--- src/rtl/seg7_capture.sv ---
`default_nettype none
// ============================================================================
//  Module   : seg7_capture
//  Purpose  : Samples an active-low 7-segment LED pattern, waits for it to be
//             stable for STABLE_CYCLES samples, decodes it to a hex digit and
//             offers the result on a valid/ready handshake. Unrecognised
//             patterns are offered with an error flag and counted.
//  Revision : 1.0 - initial release
// ============================================================================
module seg7_capture #(
   // Consecutive identical samples needed before a pattern is accepted (1..255)
   parameter int STABLE_CYCLES = 4,
   // Width of the saturating error counter
   parameter int ERR_W         = 8
) (
   input  logic             clk,
   input  logic             reset_n,
   input  logic [6:0]       leds,
   input  logic             out_ready,
   output logic             out_valid,
   output logic [3:0]       out_bcd,
   output logic             out_err,
   output logic [ERR_W-1:0] err_count,
   output logic             busy
);

   // ------------------------------------------------------------------------
   // Constants
   // ------------------------------------------------------------------------
   localparam logic [1:0]       S_WAIT    = 2'd0;
   localparam logic [1:0]       S_SETTLE  = 2'd1;
   localparam logic [1:0]       S_OFFER   = 2'd2;

   localparam logic [6:0]       PAT_BLANK = 7'h7F;
   localparam logic [7:0]       STABLE_LIM = 8'(STABLE_CYCLES);
   localparam logic [ERR_W-1:0] ERR_MAX   = {ERR_W{1'b1}};

   // ------------------------------------------------------------------------
   // State and datapath registers
   // ------------------------------------------------------------------------
   logic [1:0] state;
   logic [1:0] next_state;
   logic [6:0] leds_q;     // input sample, the only consumer of leds
   logic [6:0] last_pat;   // most recently delivered (or blanked) pattern
   logic [6:0] cand;       // pattern currently being qualified
   logic [7:0] cnt;        // number of consecutive samples equal to cand

   // Decoder results for the candidate pattern
   logic [3:0] dec_digit;
   logic       dec_valid;
   logic       dec_blank;

   // Control strobes derived from state and datapath
   logic start;            // WAIT sees a pattern different from last_pat
   logic restart;          // SETTLE sees the candidate change
   logic inc;              // SETTLE sees the candidate repeat
   logic accept;           // candidate has been stable long enough
   logic is_dup;           // accepted candidate equals the prior pattern
   logic emit;             // accepted candidate produces a result
   logic blank_accept;     // accepted candidate is the blank pattern
   logic handshake;        // consumer takes the offered result

   // ------------------------------------------------------------------------
   // Inverse hex-to-7-segment table; anything not listed is invalid
   // ------------------------------------------------------------------------
   always_comb begin
      dec_digit = 4'h0;
      dec_valid = 1'b1;
      case (cand)
         7'h40:   dec_digit = 4'h0;
         7'h79:   dec_digit = 4'h1;
         7'h24:   dec_digit = 4'h2;
         7'h30:   dec_digit = 4'h3;
         7'h19:   dec_digit = 4'h4;
         7'h12:   dec_digit = 4'h5;
         7'h02:   dec_digit = 4'h6;
         7'h78:   dec_digit = 4'h7;
         7'h00:   dec_digit = 4'h8;
         7'h10:   dec_digit = 4'h9;
         7'h08:   dec_digit = 4'hA;
         7'h03:   dec_digit = 4'hB;
         7'h46:   dec_digit = 4'hC;
         7'h21:   dec_digit = 4'hD;
         7'h06:   dec_digit = 4'hE;
         7'h0E:   dec_digit = 4'hF;
         default: dec_valid = 1'b0;
      endcase
      dec_blank = (cand == PAT_BLANK);
   end

   // ------------------------------------------------------------------------
   // FSM state register
   // ------------------------------------------------------------------------
   always_ff @(posedge clk or negedge reset_n) begin
      if (!reset_n) begin
         state <= S_WAIT;
      end else begin
         state <= next_state;
      end
   end

   // ------------------------------------------------------------------------
   // FSM next-state logic
   // ------------------------------------------------------------------------
   always_comb begin
      next_state = state;
      case (state)
         S_WAIT: begin
            if (start) begin
               next_state = S_SETTLE;
            end
         end
         S_SETTLE: begin
            if (accept) begin
               next_state = emit ? S_OFFER : S_WAIT;
            end
         end
         S_OFFER: begin
            if (handshake) begin
               next_state = S_WAIT;
            end
         end
         default: next_state = S_WAIT;
      endcase
   end

   // ------------------------------------------------------------------------
   // FSM outputs: control strobes and busy flag
   // A candidate that has reached the stability count is accepted on that
   // edge even if the sample has just moved; the new sample is then picked
   // up again from WAIT, so nothing is lost.
   // ------------------------------------------------------------------------
   always_comb begin
      start        = (state == S_WAIT) && (leds_q != last_pat);
      accept       = (state == S_SETTLE) && (cnt >= STABLE_LIM);
      restart      = (state == S_SETTLE) && !accept && (leds_q != cand);
      inc          = (state == S_SETTLE) && !accept && (leds_q == cand);
      is_dup       = (cand == last_pat);
      emit         = accept && !is_dup && !dec_blank;
      blank_accept = accept && !is_dup && dec_blank;
      handshake    = (state == S_OFFER) && out_valid && out_ready;
      busy         = (state != S_WAIT);
   end

   // ------------------------------------------------------------------------
   // Input sampling register
   // ------------------------------------------------------------------------
   always_ff @(posedge clk or negedge reset_n) begin
      if (!reset_n) begin
         leds_q <= PAT_BLANK;
      end else begin
         leds_q <= leds;
      end
   end

   // ------------------------------------------------------------------------
   // Candidate pattern and stability counter
   // ------------------------------------------------------------------------
   always_ff @(posedge clk or negedge reset_n) begin
      if (!reset_n) begin
         cand <= PAT_BLANK;
         cnt  <= 8'd0;
      end else if (start || restart) begin
         cand <= leds_q;
         cnt  <= 8'd1;
      end else if (inc) begin
         cnt  <= cnt + 8'd1;
      end else if (accept) begin
         cnt  <= 8'd0;
      end
   end

   // ------------------------------------------------------------------------
   // Last delivered pattern: updated on blank acceptance or handshake
   // ------------------------------------------------------------------------
   always_ff @(posedge clk or negedge reset_n) begin
      if (!reset_n) begin
         last_pat <= PAT_BLANK;
      end else if (blank_accept) begin
         last_pat <= PAT_BLANK;
      end else if (handshake) begin
         last_pat <= cand;
      end
   end

   // ------------------------------------------------------------------------
   // Result registers; bcd/err hold their value after the handshake
   // ------------------------------------------------------------------------
   always_ff @(posedge clk or negedge reset_n) begin
      if (!reset_n) begin
         out_valid <= 1'b0;
         out_bcd   <= 4'h0;
         out_err   <= 1'b0;
      end else if (emit) begin
         out_valid <= 1'b1;
         out_bcd   <= dec_valid ? dec_digit : 4'h0;
         out_err   <= !dec_valid;
      end else if (handshake) begin
         out_valid <= 1'b0;
      end
   end

   // ------------------------------------------------------------------------
   // Saturating count of emitted invalid patterns
   // ------------------------------------------------------------------------
   always_ff @(posedge clk or negedge reset_n) begin
      if (!reset_n) begin
         err_count <= '0;
      end else if (emit && !dec_valid && (err_count != ERR_MAX)) begin
         err_count <= err_count + 1'b1;
      end
   end

endmodule
`default_nettype wire

--- config.mk ---
export PLATFORM = sky130hd
export DESIGN_NAME = seg7_capture
export DESIGN_NICKNAME = d
export VERILOG_FILES = /design/src/rtl/seg7_capture.sv
export SDC_FILE = /design/constraint.sdc
export NUM_CORES = 1
export LEC_CHECK = 0
export ABC_CLOCK_PERIOD_IN_PS = 2200
export CAP_MARGIN = 20
export CORE_ASPECT_RATIO = 1.25
export CORE_MARGIN = 2
export CORE_UTILIZATION = 40
export DETAILED_ROUTE_END_ITERATION = 10
export PLACE_DENSITY = 0.72
export RECOVER_POWER = 50
export SETUP_SLACK_MARGIN = 0.1
export SLEW_MARGIN = 20
export SYNTH_ARGS = -nofsm -noshare
export SYNTH_HDL_FRONTEND = slang
export SYNTH_SLANG_ARGS = --single-unit
--- constraint.sdc ---
create_clock -name clk -period 2.2 [get_ports clk]
set_input_delay 0.33 -clock clk [delete_from_list [all_inputs] [get_ports clk]]
set_output_delay 0.33 -clock clk [all_outputs]
set_load 0.02 [all_outputs]
==> impl_metrics.tcl, run 1 <==
set metrics [dict create \
    grt_pass1_vias 1858 \
    peakVddDrop_mv 0.317 \
    cts_htree_levels 2 \
    p_leak_nw 1.44 \
    start_util 0.415 \
    drt-total-wl_mm 5.41 \
    seq_power_share 0.501 \
    synth_edf_count 0 \
    period_share 0.994 \
    post_drt_wl_per_cell_microns 15.3 \
    numCtsBuffers 5 \
    grt.total_usage 0.164 \
    yosysWarnings 0 \
    switching_power_mw 0.440 \
    clk_path_buf_depth 2 \
    pwr-share-clk 0.374 \
    seq_area_frac_synth 0.481 \
    dpl.hpwl_mm 3.49 \
    hold_buffers 0 \
    die_h_microns 90.5 \
    status "finished clean" \
    fillers 455 \
    grt_setup_unrepaired "yes" \
    cts.sinks 45 \
    hold_slack_ns 0.289 \
    comb_power_share 0.125 \
    critical_path_peak_fanout 5 \
    power.density_mw_per_mm2 517 \
    die_area_sq_mm 0.00663 \
    drt_iter0_drc 161 \
    drv_cap 0 \
    synthTopCellsByArea "dfrtp_1 (25%), dfstp_2 (23%), xor2_1 (8.0%), mux2_2 (4.7%), nand2_1 (2.8%)" \
    placed_area_sq_mm 0.00283 \
    worstPathArrival_ns 2.39 \
    grt-ovfl-total 0 \
    remaining_drc_errors 0 \
    clock.fmax_mhz 457 \
    slew_headroom 0.117 \
    insertion_delay_ns 0.31 \
    synth.avg_cell_area_sq_um 10.8 \
    worstSetupPathType "flip-flop to flip-flop" \
    finalSetupViolCount 0 \
    drt_first_pass_iters 4 \
    fin_ws_ns 0.0121 \
    syn_inst 222 \
    antenna_left 0 \
    synth_top_area_cell "dfrtp_1" \
    clock_skew_ns 0.00528 \
    n_antenna_cell 0 \
    synth_ff_type "dfrtp_1" \
    worst_slew_pin_slew_ns 1.32 \
    finalNonFillerCells 354 \
    vias 1878 \
    rr_startpoint "cand[1]" \
    core.rowCount 31 \
    ys_ff_latch 45 \
    drive_above_1_share 0.403 \
    antenna_found_initial 0 \
    dp_cells 320 \
    yosysUniqueCellTypes 53 \
    async_reset_ff_frac 1.00 \
    switching_share 0.250 \
    syn2layout_area_growth_pct 41.8 \
    fin_area_sq_mm 0.00340 \
    num_io_pins 25 \
    clk_pin_slew_worst_paths_ns 0.09 \
    vias_per_cell 5.31 \
    die_x_microns 73.2 \
    required_ns 2.40 \
    rrSetupSlack_ns 0.01 \
    crit_path_end_kind "flip-flop" \
    reg2reg_to "err_count[1]" \
    place_congestion 0.838 \
    hold_class "input port to asynchronous set/reset pin" \
    synth_top_area_share 0.251 \
    fin_setup_tns_ns 0 \
    cts_tree "yes" \
    grt_max_degree 26 \
    pre_cts_ws_ns -0.0539 \
    cts_root_buffer "clkbuf_8" \
    nets 300 \
    worstSetupStartpointType "flip-flop" \
    port_buffers 24 \
    drv_slew 0 \
    hold_violations 0 \
    core_sq_mm 0.00578 \
    grt_pass1_wl_mm 8.57 \
    syn_area_sq_mm 0.00240 \
    final.min_clock_period_ns 2.19 \
    synth_fp_nets 235 \
    reg2reg_depth 7 \
    p_int_mw 1.32 \
]
## Yosys cell counts (2+ instances only)
cell type,instances
o21ai_0,2
o21a_1,2
nor4b_1,4
nor2_1,12
buf_1,2
nand3_1,7
nor2b_1,2
nor4_2,2
nand2b_1,4
clkbuf_1,5
xnor2_1,6
inv_1,7
dfstp_2,21
a31oi_1,3
buf_2,5
and3_1,2
nor4_1,3
mux2_1,2
or4_1,2
mux2_2,10
ha_1,3
mux2i_1,4
xor2_1,22
and2_1,6
nor4bb_1,2
a211oi_1,2
nand2_1,18
dfrtp_1,24
a21o_1,2
nand4b_1,2
o22ai_1,2
nor3_1,10
nand4_1,2
## power groups by stage
stage,clock (mW),sequential (mW),combinational (mW)
floorplan,0,0.882,0.100
global placement,0,0.900,0.146
detailed placement,0,0.902,0.149
CTS,0.674,0.881,0.190
global route,0.710,0.884,0.239
finish,0.657,0.880,0.220
## registers in the layout (all words and copies together) (netlist names)
register,count
err_count,8
last_pat,7
out_err,1
cnt,8
state,2
out_valid,1
cand,7
leds_q,7
out_bcd,4
## stage by stage
step / utilization / total power [mW]
after global routing: 0.588 / 1.83
after global placement: 0.489 / 1.05
after detailed placement: 0.489 / 1.05
after floorplan: - / 0.982
final: 0.588 / 1.76
after CTS: 0.547 / 1.75
## how the worst max path moves through the flow
stage | cells after the start | slack [ns] | start | endpoint
5_1_grt | 8 | -0.08 | cand[2] | err_count[2]
3_3_place_gp | 6 | 0.02 | cand[0] | err_count[1]
4_1_cts | 8 | 0.04 | cand[2] | err_count[4]
3_5_place_dp | 7 | -0.05 | cand[0] | err_count[6]
6_report | 7 | 0.01 | cand[1] | err_count[1]
2_1_floorplan | 7 | -0.003 | cand[0] | err_count[1]
## routing by layer
layer	track usage	vias up	part of all wire
li1	-	914	-
met1	0.201	918	0.41
met2	0.276	33	0.54
met3	0.0335	13	0.021
met4	0.0633	0	0.026
met5	0	-	0
## worst max-delay path, cell delays in order (launching register included)
cell and delay (ns):
dfstp_2 0.58, buf_12 0.12, nor4b_2 0.05, o31a_1 0.31
nor4_4 0.32, nand3_4 0.16, nor3_4 0.22, mux2_4 0.31
## cells in the final DEF (no fill, tap or decap), drive strengths merged, types with 3 or more instances in the layout
cell,netlist,routed
buf,8,45
dfrtp,24,24
xor2,22,22
dfstp,21,21
nand2,18,18
clkdlybuf4s50,0,16
nor2,12,12
mux2,12,12
nor3,11,11
inv,7,8
nand3,8,8
clkbuf,5,8
dlygate4sd3,0,7
and2,6,6
xnor2,6,6
nor4,5,5
nor4b,4,4
nand2b,4,4
mux2i,4,4
a31oi,4,4
ha,3,3
## area by class of cell
type | count | area [sq um] | share of cell area
repair buffers | 71 | 646 | 0.190
well taps | 66 | 82.6 | 0.0243
inverters | 7 | 26.3 | 0.00773
flip-flops and latches | 45 | 1150 | 0.339
clock inverters | 3 | 48.8 | 0.0144
clock buffers | 5 | 68.8 | 0.0203
multi-input cells | 157 | 1370 | 0.404
## repair_timing
item / in CTS / in global routing
endpoints found under the setup margin: 23 / 23
gates resized for setup: 15 / 28
buffers inserted: 15 / 12
pin swaps: 9 / 10
## logic make-up after synthesis
family,Yosys count,share of synthesized area
DFF,45,0.481
adders and majority gates,3,0.0157
buffers and inverters,20,0.0355
xor gates and xnor gates,28,0.102
muxes,16,0.0731
and+or+nand+nor,86,0.209
AOI/OAI and AO/OA,24,0.0836
Note: power is estimated with default switching activity, not from simulation.
==> run 2, diff against run 1 <==
ABC_AREA = 1   (was unset)
CTS_BUF_LIST = sky130_fd_sc_hd__clkbuf_16   (was unset)
PLACE_DENSITY = 0.71   (was 0.72)
==> impl_metrics.tcl, run 2 <==
set metrics [dict create \
    cts.sinks 45 \
    seq_area_frac_synth 0.436 \
    slew_headroom 0.192 \
    insertion_delay_ns 0.28 \
    drv_cap 0 \
    p_leak_nw 1.48 \
    place_congestion 0.895 \
    reg.largest.list "cnt: 8 flops, err_count: 8 flops" \
    die_x_microns 76.7 \
    cpMaxStageDelayCell "dfstp_2" \
    pre_cts_ws_ns 0.292 \
    drt_first_pass_iters 4 \
    dpl.hpwl_mm 4.02 \
    post_drt_wl_per_cell_microns 12.2 \
    finalSetupViolCount 0 \
    path_delay_family "simple AND/OR/NAND/NOR gates" \
    drive_above_1_share 0.176 \
    cts_tree "yes" \
    start_util 0.407 \
    cts_root_buffer "clkbuf_16" \
    fin_ws_ns 0.339 \
    vias_per_cell 4.65 \
    switching_share 0.325 \
    p_int_mw 1.52 \
    hold_buffers 0 \
    power.density_mw_per_mm2 743 \
    worstSetupStartpointType "flip-flop" \
    clock.fmax_mhz 537 \
    fin_total_pwr_mw 2.26 \
    grt_pass1_vias 2005 \
    switching_power_mw 0.734 \
    status "finished clean" \
    nets 370 \
    yosys-top-cells-count "nand2_1 (111), nor2_1 (33), inv_1 (25), dfrtp_1 (24), dfstp_2 (21)" \
    synth.avg_cell_area_sq_um 7.93 \
    synth_ff_type "dfrtp_1" \
    fin_setup_tns_ns 0 \
    drt_iter0_drc 135 \
    synth_edf_count 0 \
    required_ns 2.37 \
    grt_pass1_wl_mm 9.31 \
    critical_path_peak_fanout 8 \
    final.min_clock_period_ns 1.86 \
    grt_max_degree 25 \
    yosysUniqueCellTypes 33 \
    crit_chain "nor2_1 -> nand2_1 -> inv_2 -> nand2_1 -> nand2_1 -> nor2_1 -> nand2_1 -> nor2_4 -> nand3_2 -> nand2_1 -> nand2_1" \
    period_share 0.846 \
    hold_violations 0 \
    grt-ovfl-total 0 \
    comb_power_share 0.229 \
    cts_htree_levels 2 \
    remaining_drc_errors 0 \
    syn_inst 333 \
    seq_power_share 0.452 \
    utilization 0.469 \
    antenna_left 0 \
    drv_slew 0 \
    worstPathArrival_ns 2.03 \
    n_antenna_cell 0 \
    synthTopCellsByArea "dfrtp_1 (23%), dfstp_2 (21%), nand2_1 (16%), nor2_1 (4.7%), xor2_1 (4.3%)" \
    die_area_sq_mm 0.00727 \
    core.rowCount 33 \
    peakVddDrop_mv 0.317 \
    synth_fp_nets 346 \
    clk_path_buf_depth 2 \
    worstSetupPathType "flip-flop to flip-flop" \
    grt.total_usage 0.161 \
    vias 2069 \
    yosysWarnings 0 \
    core_sq_mm 0.00648 \
    numCtsBuffers 5 \
    async_reset_ff_frac 1.00 \
    most-common-layout-cells "nand2_1 (111), nor2_1 (33), inv_1 (26), dfrtp_1 (24), dfstp_2 (21)" \
    slowest_delay_ns 0.67 \
    pwr-share-clk 0.319 \
    cts_setup_buffers 0 \
    num_io_pins 25 \
    ys_ff_latch 45 \
    clock_skew_ns 0.00340 \
    worst_slew_pin_slew_ns 1.21 \
    clk_pin_slew_worst_paths_ns 0.06 \
    grt_setup_unrepaired "no" \
    hold_class "input port to asynchronous set/reset pin" \
    cp_num_buf_inv 1 \
    die_h_microns 94.8 \
    drt-total-wl_mm 5.43 \
    synth_top_area_cell "dfrtp_1" \
    synthMostInstantiatedCell "nand2_1" \
    synth_top_area_share 0.227 \
    cts_resized 0 \
    path_common_cell "nand2_1" \
    fillers 639 \
    layout_commonest_cell "nand2_1" \
    port_buffers 24 \
    syn_area_sq_mm 0.00264 \
    syn2layout_area_growth_pct 15.1 \
    crit_path_end_kind "flip-flop" \
    antenna_found_initial 0 \
]
## run 2: cell count changes in the layout (fill, tap and decap cells not counted), moves of 8 or more
cell,delta
buf_4,-31
nand2_1,+94
inv_1,+19
nand3_1,+9
o21ai_1,+8
nand4_1,+11
nor2_1,+22
## run 2: worst paths after layout
| path | from | endpoint | slack, ns | cells after the start |
|---|---|---|---|---|
| max | cand[3] | err_count[7] | 0.34 | 11 |
| min | reset_n | out_bcd[0] | 0.28 | 1 |
| max reg2reg | cand[3] | err_count[7] | 0.34 | 11 |
| min reg2reg | out_err | out_err | 0.48 | 2 |
| max in group asynchronous | reset_n | cnt[7] | 0.71 | 2 |
| min in group clk | out_err | out_err | 0.48 | 2 |
## run 2: power by group through the flow
stage          logic (mW)  clock network, mW  registers [mW]
2_1_floorplan       0.488                  0           0.956
4_1_cts             0.485              0.727            1.02
3_3_place_gp        0.478                  0            1.03
3_5_place_dp        0.481                  0            1.03
6_report            0.517              0.720            1.02
5_1_grt             0.580              0.753            1.03
## run 2: kinds of logic after synthesis
group                    share of synthesized area
XOR/XNOR                                    0.0630
flip-flops                                   0.436
AND/OR/NAND/NOR                              0.346
AO/OA/AOI/OAI                               0.0374
buffers and inverters                        0.103
adder cells (fa/ha/maj)                     0.0142
## run 2: per-layer routing
metal  global-route usage  routed length (microns)  vias up
met1                0.198                     2460      946
met4               0.0576                      114        0
li1                     -                        -     1086
met5                    0                        0        -
met2                0.280                     2700       28
met3               0.0325                      152        9
## run 2: area by class of cell
type | count | area (sq um) | area share
sequential | 45 | 1150 | 0.379
tap | 87 | 109 | 0.0358
multi-input combinational | 240 | 1210 | 0.400
inverter | 36 | 153 | 0.0502
clock buffer | 5 | 125 | 0.0412
timing repair buffer | 29 | 269 | 0.0886
clock inverter | 3 | 15.0 | 0.00494
## run 2: metrics by stage
step	hold slack [ns]	cell area (sq um)	instances
3_5_place_dp	0.344	2880	433
6_report	0.277	3040	445
5_1_grt	0.373	3040	445
3_3_place_gp	0.337	2880	433
2_1_floorplan	0.0344	2640	333
4_1_cts	0.0434	3020	441
